## config.mk

```make
export PLATFORM = sky130hd
export DESIGN_NAME = sccb_camera_config
export DESIGN_NICKNAME = d
export VERILOG_FILES = /design/src/rtl/sccb_camera_config.sv
export SDC_FILE = /design/constraint.sdc
export NUM_CORES = 1
export LEC_CHECK = 0
export ABC_AREA = 1
export BUFFER_PORTS_ARGS = -buffer_cell sky130_fd_sc_hd__buf_2
export CAP_MARGIN = 20
export CORE_AREA = 4 4 80 82
export CTS_CLUSTER_DIAMETER = 40
export DETAILED_ROUTE_END_ITERATION = 16
export DIE_AREA = 0 0 84 86
export PLACE_DENSITY = 0.8
export SLEW_MARGIN = 0
export SYNTH_ARGS = -nofsm -noshare
export SYNTH_HDL_FRONTEND = slang
export SYNTH_SLANG_ARGS = --single-unit
```

## constraint.sdc

```tcl
create_clock -name clock -period 1.9 [get_ports clock]
set_clock_uncertainty 0.2 [all_clocks]
set_input_delay 0.095 -clock clock [delete_from_list [all_inputs] [get_ports clock]]
set_output_delay 0.095 -clock clock [all_outputs]
set_load 0.02 [all_outputs]
```

## src/rtl/sccb_camera_config.sv

```systemverilog
// SCCB (I2C-like) master driven by a blocking custom instruction; programs OV7670 registers.
// Optional SCCB_ACK_CHECK_EN: sample the slave ACK slot and report a sticky NACK in ciResult[8].
module sccb_camera_config #(
    parameter logic [7:0] customInstructionId = 8'd0,
    parameter int         clockFrequencyInHz  = 50000000,
    parameter int         sccbFrequencyInHz   = 100000,
    parameter logic [6:0] slaveAddress        = 7'h21
) (
    input  logic        clock,
    input  logic        reset,
    input  logic        ciStart,
    input  logic        ciCke,
    input  logic [7:0]  ciN,
    input  logic [31:0] ciValueA,
    input  logic [31:0] ciValueB,
    output logic [31:0] ciResult,
    output logic        ciDone,
    output logic        sccbClkOut,
    output logic        sccbDataDriveLow,
    input  logic        sccbDataIn
);

    localparam int DivRaw = clockFrequencyInHz / (4 * sccbFrequencyInHz);
    localparam int Div    = (DivRaw < 1) ? 1 : DivRaw;
    localparam int CntW   = $clog2(Div) + 1;
    localparam logic [CntW-1:0] Reload = CntW'(Div - 1);
    localparam logic [7:0] WrId = {slaveAddress, 1'b0};
    localparam logic [7:0] RdId = {slaveAddress, 1'b1};

    typedef enum logic [2:0] {
        IDLE,
        START,
        BYTE,
        STOP,
        DONE
    } state_t;

    state_t          state_q, state_d;
    logic [CntW-1:0] cnt_q, cnt_d;
    logic [1:0]      qtr_q, qtr_d;
    logic [3:0]      bit_q, bit_d;
    logic [1:0]      idx_q, idx_d;
    logic            seg_q, seg_d;
    logic            isRead_q, isRead_d;
    logic [7:0]      reg_q, reg_d;
    logic [7:0]      data_q, data_d;
    logic [7:0]      rd_q, rd_d;
    logic            nack_q, nack_d;

    logic       isMyCi;
    logic       tick;
    logic       rxByte;
    logic [1:0] lastIdx;
    logic [7:0] txByte;
    logic       unusedBits;

    assign isMyCi  = ciStart & ciCke & (ciN == customInstructionId);
    assign tick    = (cnt_q == '0);
    assign rxByte  = isRead_q & seg_q & (idx_q == 2'd1);
    assign lastIdx = isRead_q ? 2'd1 : 2'd2;
    assign txByte  = (idx_q == 2'd0) ? (seg_q ? RdId : WrId)
                   : (idx_q == 2'd1) ? reg_q : data_q;
    assign unusedBits = ^{ciValueA[31:2], ciValueB[31:16]};

    // State and datapath registers with synchronous reset
    always_ff @(posedge clock) begin
        if (reset) begin
            state_q  <= IDLE;
            cnt_q    <= Reload;
            qtr_q    <= 2'd0;
            bit_q    <= 4'd0;
            idx_q    <= 2'd0;
            seg_q    <= 1'b0;
            isRead_q <= 1'b0;
            reg_q    <= 8'd0;
            data_q   <= 8'd0;
            rd_q     <= 8'd0;
            nack_q   <= 1'b0;
        end else begin
            state_q  <= state_d;
            cnt_q    <= cnt_d;
            qtr_q    <= qtr_d;
            bit_q    <= bit_d;
            idx_q    <= idx_d;
            seg_q    <= seg_d;
            isRead_q <= isRead_d;
            reg_q    <= reg_d;
            data_q   <= data_d;
            rd_q     <= rd_d;
            nack_q   <= nack_d;
        end
    end

    // Next-state: tick divider, quarter/bit/byte sequencing, sampling
    always_comb begin
        state_d  = state_q;
        cnt_d    = cnt_q;
        qtr_d    = qtr_q;
        bit_d    = bit_q;
        idx_d    = idx_q;
        seg_d    = seg_q;
        isRead_d = isRead_q;
        reg_d    = reg_q;
        data_d   = data_q;
        rd_d     = rd_q;
        nack_d   = nack_q;

        if (state_q != IDLE) begin
            cnt_d = tick ? Reload : cnt_q - 1'b1;
            if (tick) qtr_d = qtr_q + 2'd1;
        end

        if (state_q == BYTE && tick && qtr_q == 2'd2) begin
            if (rxByte && bit_q != 4'd8) rd_d = {rd_q[6:0], sccbDataIn};
`ifdef SCCB_ACK_CHECK_EN
            if (!rxByte && bit_q == 4'd8 && sccbDataIn) nack_d = 1'b1;
`endif
        end

        unique case (state_q)
            IDLE: begin
                if (isMyCi && !ciValueA[1]) begin
                    isRead_d = ciValueA[0];
                    reg_d    = ciValueA[0] ? ciValueB[7:0] : ciValueB[15:8];
                    data_d   = ciValueB[7:0];
                    nack_d   = 1'b0;
                    cnt_d    = Reload;
                    qtr_d    = 2'd0;
                    bit_d    = 4'd0;
                    idx_d    = 2'd0;
                    seg_d    = 1'b0;
                    state_d  = START;
                end
            end
            START: begin
                if (tick && qtr_q == 2'd3) begin
                    bit_d   = 4'd0;
                    idx_d   = 2'd0;
                    state_d = BYTE;
                end
            end
            BYTE: begin
                if (tick && qtr_q == 2'd3) begin
                    if (bit_q == 4'd8) begin
                        bit_d = 4'd0;
                        if (idx_q == lastIdx) state_d = STOP;
                        else idx_d = idx_q + 2'd1;
                    end else begin
                        bit_d = bit_q + 4'd1;
                    end
                end
            end
            STOP: begin
                if (tick && qtr_q == 2'd3) begin
                    if (isRead_q && !seg_q) begin
                        seg_d   = 1'b1;
                        state_d = START;
                    end else begin
                        state_d = DONE;
                    end
                end
            end
            DONE: begin
                cnt_d   = Reload;
                state_d = IDLE;
            end
            default: state_d = IDLE;
        endcase
    end

    // Outputs: bus levels per phase quarter, CI completion and result
    always_comb begin
        sccbClkOut       = 1'b1;
        sccbDataDriveLow = 1'b0;
        ciDone           = 1'b0;
        unique case (state_q)
            IDLE: ciDone = isMyCi & ciValueA[1];
            START: begin
                sccbClkOut       = ~qtr_q[1];
                sccbDataDriveLow = (qtr_q != 2'd0);
            end
            BYTE: begin
                sccbClkOut       = qtr_q[1];
                sccbDataDriveLow = (bit_q != 4'd8) & ~rxByte
                                 & ~txByte[~bit_q[2:0]];
            end
            STOP: begin
                sccbClkOut       = (qtr_q != 2'd0);
                sccbDataDriveLow = ~qtr_q[1];
            end
            DONE: ciDone = 1'b1;
            default: ;
        endcase
        ciResult = ciDone ? {23'd0, nack_q, rd_q} : 32'd0;
    end

endmodule

```

==> results of run 1 <==
==> how the worst max path moves through the flow <==
stage | start | to | cells after the start
2_1_floorplan | bit_q[0]$_SDFFE_PP0P_ | sccbDataDriveLow | 8
3_3_place_gp | idx_q[1]$_SDFFE_PP0P_ | sccbDataDriveLow | 11
3_5_place_dp | idx_q[1]$_SDFFE_PP0P_ | sccbDataDriveLow | 11
4_1_cts | idx_q[1]$_SDFFE_PP0P_ | sccbDataDriveLow | 11
5_1_grt | idx_q[1]$_SDFFE_PP0P_ | sccbDataDriveLow | 11
6_report | idx_q[1]$_SDFFE_PP0P_ | sccbDataDriveLow | 11
==> routing by layer <==
layer  global-route usage, %  up-vias
li1                        -     1363
met5                       0        -
met2                    32.2       78
met3                    4.03       12
met4                    6.87        0
met1                    20.1     1173
==> power groups by stage <==
stage,Clock (uW),Sequential [uW],Combinational [uW]
6_report,674,1060,1100
5_1_grt,718,1070,1240
4_1_cts,689,1060,1020
3_5_place_dp,0,1070,925
3_3_place_gp,0,1070,905
2_1_floorplan,0,1060,751
==> final cells by class <==
type | instances | area share [%]
flip-flops and latches | 45 | 26.5
well taps | 75 | 2.74
inverters | 59 | 6.86
clock inverters | 1 | 0.255
clock buffers | 7 | 2.81
multi-input cells | 283 | 45.2
repair buffers | 75 | 15.7
==> state kept, by name (all words and copies together) (netlist names) <==
signal    count
data_q        8
bit_q         4
idx_q         2
rd_q          8
state_q       3
seg_q         1
qtr_q         2
reg_q         8
cnt_q         8
isRead_q      1
==> worst max-delay path: cells and delay by family (launching register included) <==
family | cells | cell delay (ps)
AO/OA/AOI/OAI | 1 | 170
adder cells (fa/ha/maj) | 1 | 170
buffers and inverters | 3 | 330
flip-flops | 1 | 360
AND/OR/NAND/NOR | 6 | 440
==> what timing repair did <==
action	4_1_cts	5_1_grt
hold buffers	19	0
setup endpoints to repair	3	19
hold endpoints to repair	20	0
gates resized for setup	24	18
setup buffers	2	3
pin swaps	7	12
==> cells by family (layout without fill, tap and decap cells) <==
kind of cell,count (synthesis),in the layout
and+or+nand+nor,171,171
AOI/OAI and AO/OA,75,75
DFF,45,45
other,1,24
xor gates and xnor gates,4,4
adders and majority gates,9,9
buffers and inverters,93,142
==> placed cells by master, fill, tap and decap left out, drive strengths merged <==
| master | netlist | layout |
|---|---|---|
| ha | 9 | 9 |
| xor2 | 4 | 4 |
| nand4 | 4 | 4 |
| inv | 57 | 58 |
| o22ai | 1 | 1 |
| dlygate4sd3 | 0 | 19 |
| o211ai | 1 | 1 |
| dfxtp | 45 | 45 |
| nor3 | 6 | 6 |
| nand2 | 72 | 72 |
| nand3 | 37 | 37 |
| o211a | 7 | 7 |
| conb | 1 | 24 |
| nor2 | 52 | 52 |
| buf | 30 | 56 |
| clkinvlp | 0 | 1 |
| o21ai | 38 | 38 |
| clkbuf | 4 | 7 |
| clkinv | 2 | 1 |
| a21oi | 28 | 28 |
==> stage by stage <==
stage                     setup WS (ps)  std cells  hold slack [ps]  instance area [sq um]  utilization (%)
after floorplan                    56.7        421            -35.9                   2820                -
after global placement             34.6        513             88.2                   2980             51.9
after detailed placement          -1.62        513             91.6                   2980             51.9
after CTS                          -152        542              117                   3360             58.5
after global routing               -328        545              236                   3430             59.7
final                              -172        545              165                   3430             59.7
==> results by group, run 1 <==
Status
  • Outcome: finished with violations
  • Failing checks: setup timing

Final layout
  • Sequential cell area: around 910 sq um
  • # diodes: 0
  • Multi-input logic area: 1550 sq um
  • Layout cells sized above 1: 25.5%
  • P&R area growth vs syn: 25.3%
  • Fill cells: 512
  • Nets@finish: 555

Synthesis
  • Yosys Warn Count: 0
  • Post-Synthesis Cells: 398
  • Post-synthesis simple-gate area fraction: 29.5%
  • Synth top area share: between 30 and 40%
  • Sequential fraction of the synthesis area: 32.9%
  • Synthesis-stage register bit count: 45
  • Syn avg cell area: 6.88 sq um
  • Ranking of synthesized cells by area: dfxtp_1, nand2_1, buf_4, nor2_1, inv_1
  • Largest area contributor in the netlist: dfxtp_1
  • Main combinational cell family by area after synthesis: simple AND/OR/NAND/NOR gates
  • Distinct cells, synth: 32
  • Synth Area in Compound Gates: between 10% and 20%
  • Multiplexer share of the synthesized area: 0%
  • Prevailing post-synth register cell: dfxtp_1
  • Synth top cells by count: nand2_1, nor2_1, inv_1, dfxtp_1, nand3_1
  • Xor/xnor share of the synthesized area: 1.28%
  • Synthesized cell area: around 2700 sq um
  • Post-synth ARST share: 0%
  • EDFF count, synth: 0
  • Synth Area in Adders: 4.12%
  • Most frequent cell after synthesis: nand2_1

Power
  • Tot Pwr: around 2800 uW
  • Comb pwr share: 38.8%
  • Clk pwr share: 23.8%
  • Sw Ratio: 38.1%
  • Leak: 0.00159 uW
  • NetSw: around 1100 uW
  • Power Dens Cells: about 830 nW/um^2
  • Flop pwr share: 37.4%
  • IR drop worst, VDD: 469 uV
  • Int Pwr: 1760 uW

Worst setup path
  • Startpoint types: register
  • CP required: between 1500 and 2000 ps
  • Worst r2r src: cnt_q[1]$_SDFF_PP0_
  • R2r endpoint: bit_q[0]$_SDFFE_PP0P_
  • Setup crit end kind: output pin
  • Worst r2r path cells: 11
  • Crit path cell chain: inv_4 > ha_4 > buf_6 > nand2_1 > nand3_1 > nand2_1 > nand3_1 > nand2_1 > nand3_1 > o21ai_2 > buf_6
  • Worst Setup Path Type: reg2out
  • Register-to-register setup slack: 100 ps
  • CP max FO: 7
  • Arr. time, crit path: 1780 ps
  • Max stage delay on crit path: 360 ps
  • CP max-delay cell: dfxtp_2

Floorplanning
  • Die height: 86 um
  • I/O pins: ~110
  • Core Region: 5750 sq um
  • Full die area: 7220 sq um
  • Num rows: 28
  • Initial Util: 47.6%
  • Die X: 84 um

Clocking
  • CTS Root Buffer Type: clkbuf_8
  • Clock H-tree levels: 2
  • Longest Clk Path Bufs: 2
  • # clock sinks: 45
  • Total CTS buffers: 5
  • Worst-path clk slew: 90 ps
  • CTS tree: built
  • Skew-Pair Late Insertion Delay: 300 ps

GRT
  • Largest net degree at the start of global routing: 31
  • Vias in the first global route: 2591
  • First-pass GRT wire length: 10700 um
  • Initial antenna violation count: 0
  • Total gr overflow: 0
  • Gr usage total: 17.7%

Place
  • Routability cong.: 0.834
  • Port bufs: 41
  • DPL Wire Length: around 4200 um

STA
  • Setup TNS: -172 ps
  • RSZ-0062 raised after global routing: yes
  • Final hold vios: 0
  • Fin worst setup slack: -172 ps
  • Fin crit share: 109%
  • Tmin final: 2070 ps
  • Final slew viol count: 0
  • Setup violators final: 1
  • Max Clk Rate: between 400 and 500 MHz

Route
  • Detailed-route via count: 2626
  • # DRC: 0
  • Routed len/inst: around 11 um
  • Met3 WL post-DR: 398 um
  • Post-route ant nets: 0
  • DR vias/cell: 4.82
  • Initial drt markers: ~170
  • DRT met1 WL: 2620 um
  • Met2 wire length: 3030 um
  • DR pass1 iterations: 4
  • Drt total wl: 6170 um
  • Max Used Layer: met4

Worst hold path
  • Worst hold endpoint: seg_q$_SDFFE_PP0P_
  • Worst Min Path Start: ciValueA[1]
  • Hold Path Depth: 6
  • Min-delay worst type: in2reg

Run
  • Max-cap check violation count: 0
Power figures use the tool's default switching activity.
==> run 2: changes to the inputs <==
--- a/config.mk
+++ b/config.mk
@@ -8,11 +8,12 @@
 export ABC_AREA = 1
 export BUFFER_PORTS_ARGS = -buffer_cell sky130_fd_sc_hd__buf_2
 export CAP_MARGIN = 20
-export CORE_AREA = 4 4 80 82
+export CORE_AREA = 4 4 78 80
 export CTS_CLUSTER_DIAMETER = 40
 export DETAILED_ROUTE_END_ITERATION = 16
-export DIE_AREA = 0 0 84 86
-export PLACE_DENSITY = 0.8
+export DIE_AREA = 0 0 82 84
+export PLACE_DENSITY = 0.83
+export SKIP_CTS_REPAIR_TIMING = 1
 export SLEW_MARGIN = 0
 export SYNTH_ARGS = -nofsm -noshare
 export SYNTH_HDL_FRONTEND = slang
==> constraint.sdc (replaced) <==
create_clock -name clock -period 2.45 [get_ports clock]
set_clock_uncertainty 0.2 [all_clocks]
set_input_delay 0.1225 -clock clock [delete_from_list [all_inputs] [get_ports clock]]
set_output_delay 0.1225 -clock clock [all_outputs]
set_load 0.02 [all_outputs]
==> results by group, run 2 (same netlist as run 1, synthesis figures left out) <==
Status
  • Outcome: completed

GRT
  • Gr usage total: 17.8%
  • Largest net degree at the start of global routing: 37
  • Total gr overflow: 0
  • First-pass GRT wire length: 9940 um
  • Initial antenna violation count: 0
  • Vias in the first global route: about 2300

STA
  • Slew HR: a little over a third
  • RSZ-0062 raised after global routing: no
  • Slew of the pin with the lowest slew margin: 970 ps
  • Hold WS: 188 ps
  • Fin crit share: 92.1%
  • Final slew viol count: 0
  • Setup TNS: 0 ps
  • Tmin final: between 2000 and 2500 ps
  • Max Clk Rate: 443 MHz
  • Final hold vios: 0
  • Setup violators final: 0

Route
  • Post-route ant nets: 0
  • Detailed-route via count: 2607
  • Routed len/inst: 11.8 um
  • DR pass1 iterations: 4
  • # DRC: 0
  • Initial drt markers: 181
  • Drt total wl: 6240 um
  • DR vias/cell: 4.92

Worst setup path
  • CP required: ~2100 ps
  • Crit path cell chain: inv_1 > ha_1 > buf_4 > o21ai_0 > o21ai_0 > nand3_1 > a21oi_1 > o21ai_1 > buf_2
  • Startpoint types: register
  • Worst Setup Path Type: reg2out
  • Setup crit end kind: output pin
  • Register-to-register setup slack: 450 ps
  • CP max-delay cell: dfxtp_1
  • R2r endpoint: rd_q[1]$_SDFFE_PP0P_
  • Delay-heaviest family, CP: compound AO/OA/AOI/OAI gates
  • Arr. time, crit path: 1930 ps
  • Worst r2r src: idx_q[1]$_SDFFE_PP0P_
  • Max stage delay on crit path: 330 ps
  • CP most frequent cell: o21ai_0
  • Worst r2r path cells: 7
  • CP max FO: 6
  • Crit path buf inv count: 3

Final layout
  • Fill cells: 501
  • P&R area growth vs syn: 18.2%
  • Nets@finish: between 500 and 600
  • Multi-input logic area: 1470 sq um
  • Most frequent cells in the layout: nand2_1, nor2_1, inv_1
  • Layout cells sized above 1: 18.1%
  • Most common cell after layout, fill and taps aside: nand2_1
  • Sequential cell area: 901 sq um
  • # diodes: 0

Run
  • Max-cap check violation count: 0

Place
  • DPL Wire Length: roughly 4200 um
  • Routability cong.: 0.815
  • Port bufs: a little over 40

Clocking
  • Total CTS buffers: 5
  • Clock H-tree levels: 2
  • Longest Clk Path Bufs: 2
  • CTS tree: built
  • # clock sinks: between 40 and 50
  • CTS Root Buffer Type: clkbuf_8
  • Skew-Pair Late Insertion Delay: just under 300 ps
  • Worst-path clk slew: 80 ps

Floorplanning
  • Num rows: 27
  • Initial Util: 50.6%
  • Die X: 82 um
  • I/O pins: 112
  • Full die area: 6890 sq um
  • Die height: 84 um
  • Core Region: 5410 sq um

Worst hold path
  • Min-delay worst type: in2reg
  • Worst hold endpoint: seg_q$_SDFFE_PP0P_
  • Hold Path Depth: 6
  • Worst Min Path Start: ciValueA[1]

Power
  • Leak: 0.00151 uW
  • Power Dens Cells: 656 nW/um^2
  • Tot Pwr: 2120 uW
  • IR drop worst, VDD: between 400 and 500 uV
==> run 2: changes by cell type in the layout (fill, tap and decap cells not counted), sizes merged <==
cell	before	now
clkinv	1	2
bufinv	0	1
buf	56	44
clkbuf	7	6
inv	58	57
==> run 2: how the worst max path moves through the flow <==
stage	startpoint	end	slack, ps	cells past startpoint
global route	idx_q[1]$_SDFFE_PP0P_	sccbDataDriveLow	7	11
global placement	idx_q[1]$_SDFFE_PP0P_	sccbDataDriveLow	540	11
detailed placement	idx_q[1]$_SDFFE_PP0P_	sccbDataDriveLow	510	11
floorplan	bit_q[0]$_SDFFE_PP0P_	sccbDataDriveLow	580	8
finish	idx_q[1]$_SDFFE_PP0P_	sccbDataDriveLow	190	9
CTS	idx_q[1]$_SDFFE_PP0P_	sccbDataDriveLow	150	11
==> run 2: layout make-up <==
type	count	share of cell area [%]
Clock buffer	6	2.55
Clock inverter	2	1.16
Inverter	59	7.00
Multi-Input combinational cell	283	45.4
Sequential cell	45	27.8
Tap cell	72	2.78
Timing Repair Buffer	63	13.3
==> run 2: metal layers <==
metal	GRT usage [%]	share of wire, %	wire [um]	up-vias
met5	0	0	0	-
met4	4.98	1.7	106	0
met3	4.54	6.7	417	12
met2	30.2	51	3160	85
met1	21.8	41	2560	1171
li1	-	-	-	1339
==> run 2: worst reg2reg max path: stages (launching register included) <==
cell     delay [ps]
dfxtp_1         330
inv_1           100
ha_1            290
nand3_1         150
nor2_1          350
nand3_4         170
o21ai_1         220
a21oi_1          80
==> run 2: where the power goes <==
part | total, uW | switching (uW) | internal [uW]
Combinational | 720 | 484 | 236
Clock | 585 | 253 | 332
Sequential | 818 | 40.3 | 777
Total | 2120 | 777 | 1350
==> run 2: per-stage QoR <==
step / cell area, sq um / util (%) / std cells / setup WS [ps]
after floorplan: 2820 / - / 421 / 579
after global placement: 2930 / 54.1 / 503 / 536
after detailed placement: 2930 / 54.1 / 503 / 506
after CTS: 3050 / 56.3 / 511 / 151
after global routing: 3240 / 59.9 / 530 / 7.29
final: 3240 / 59.9 / 530 / 193
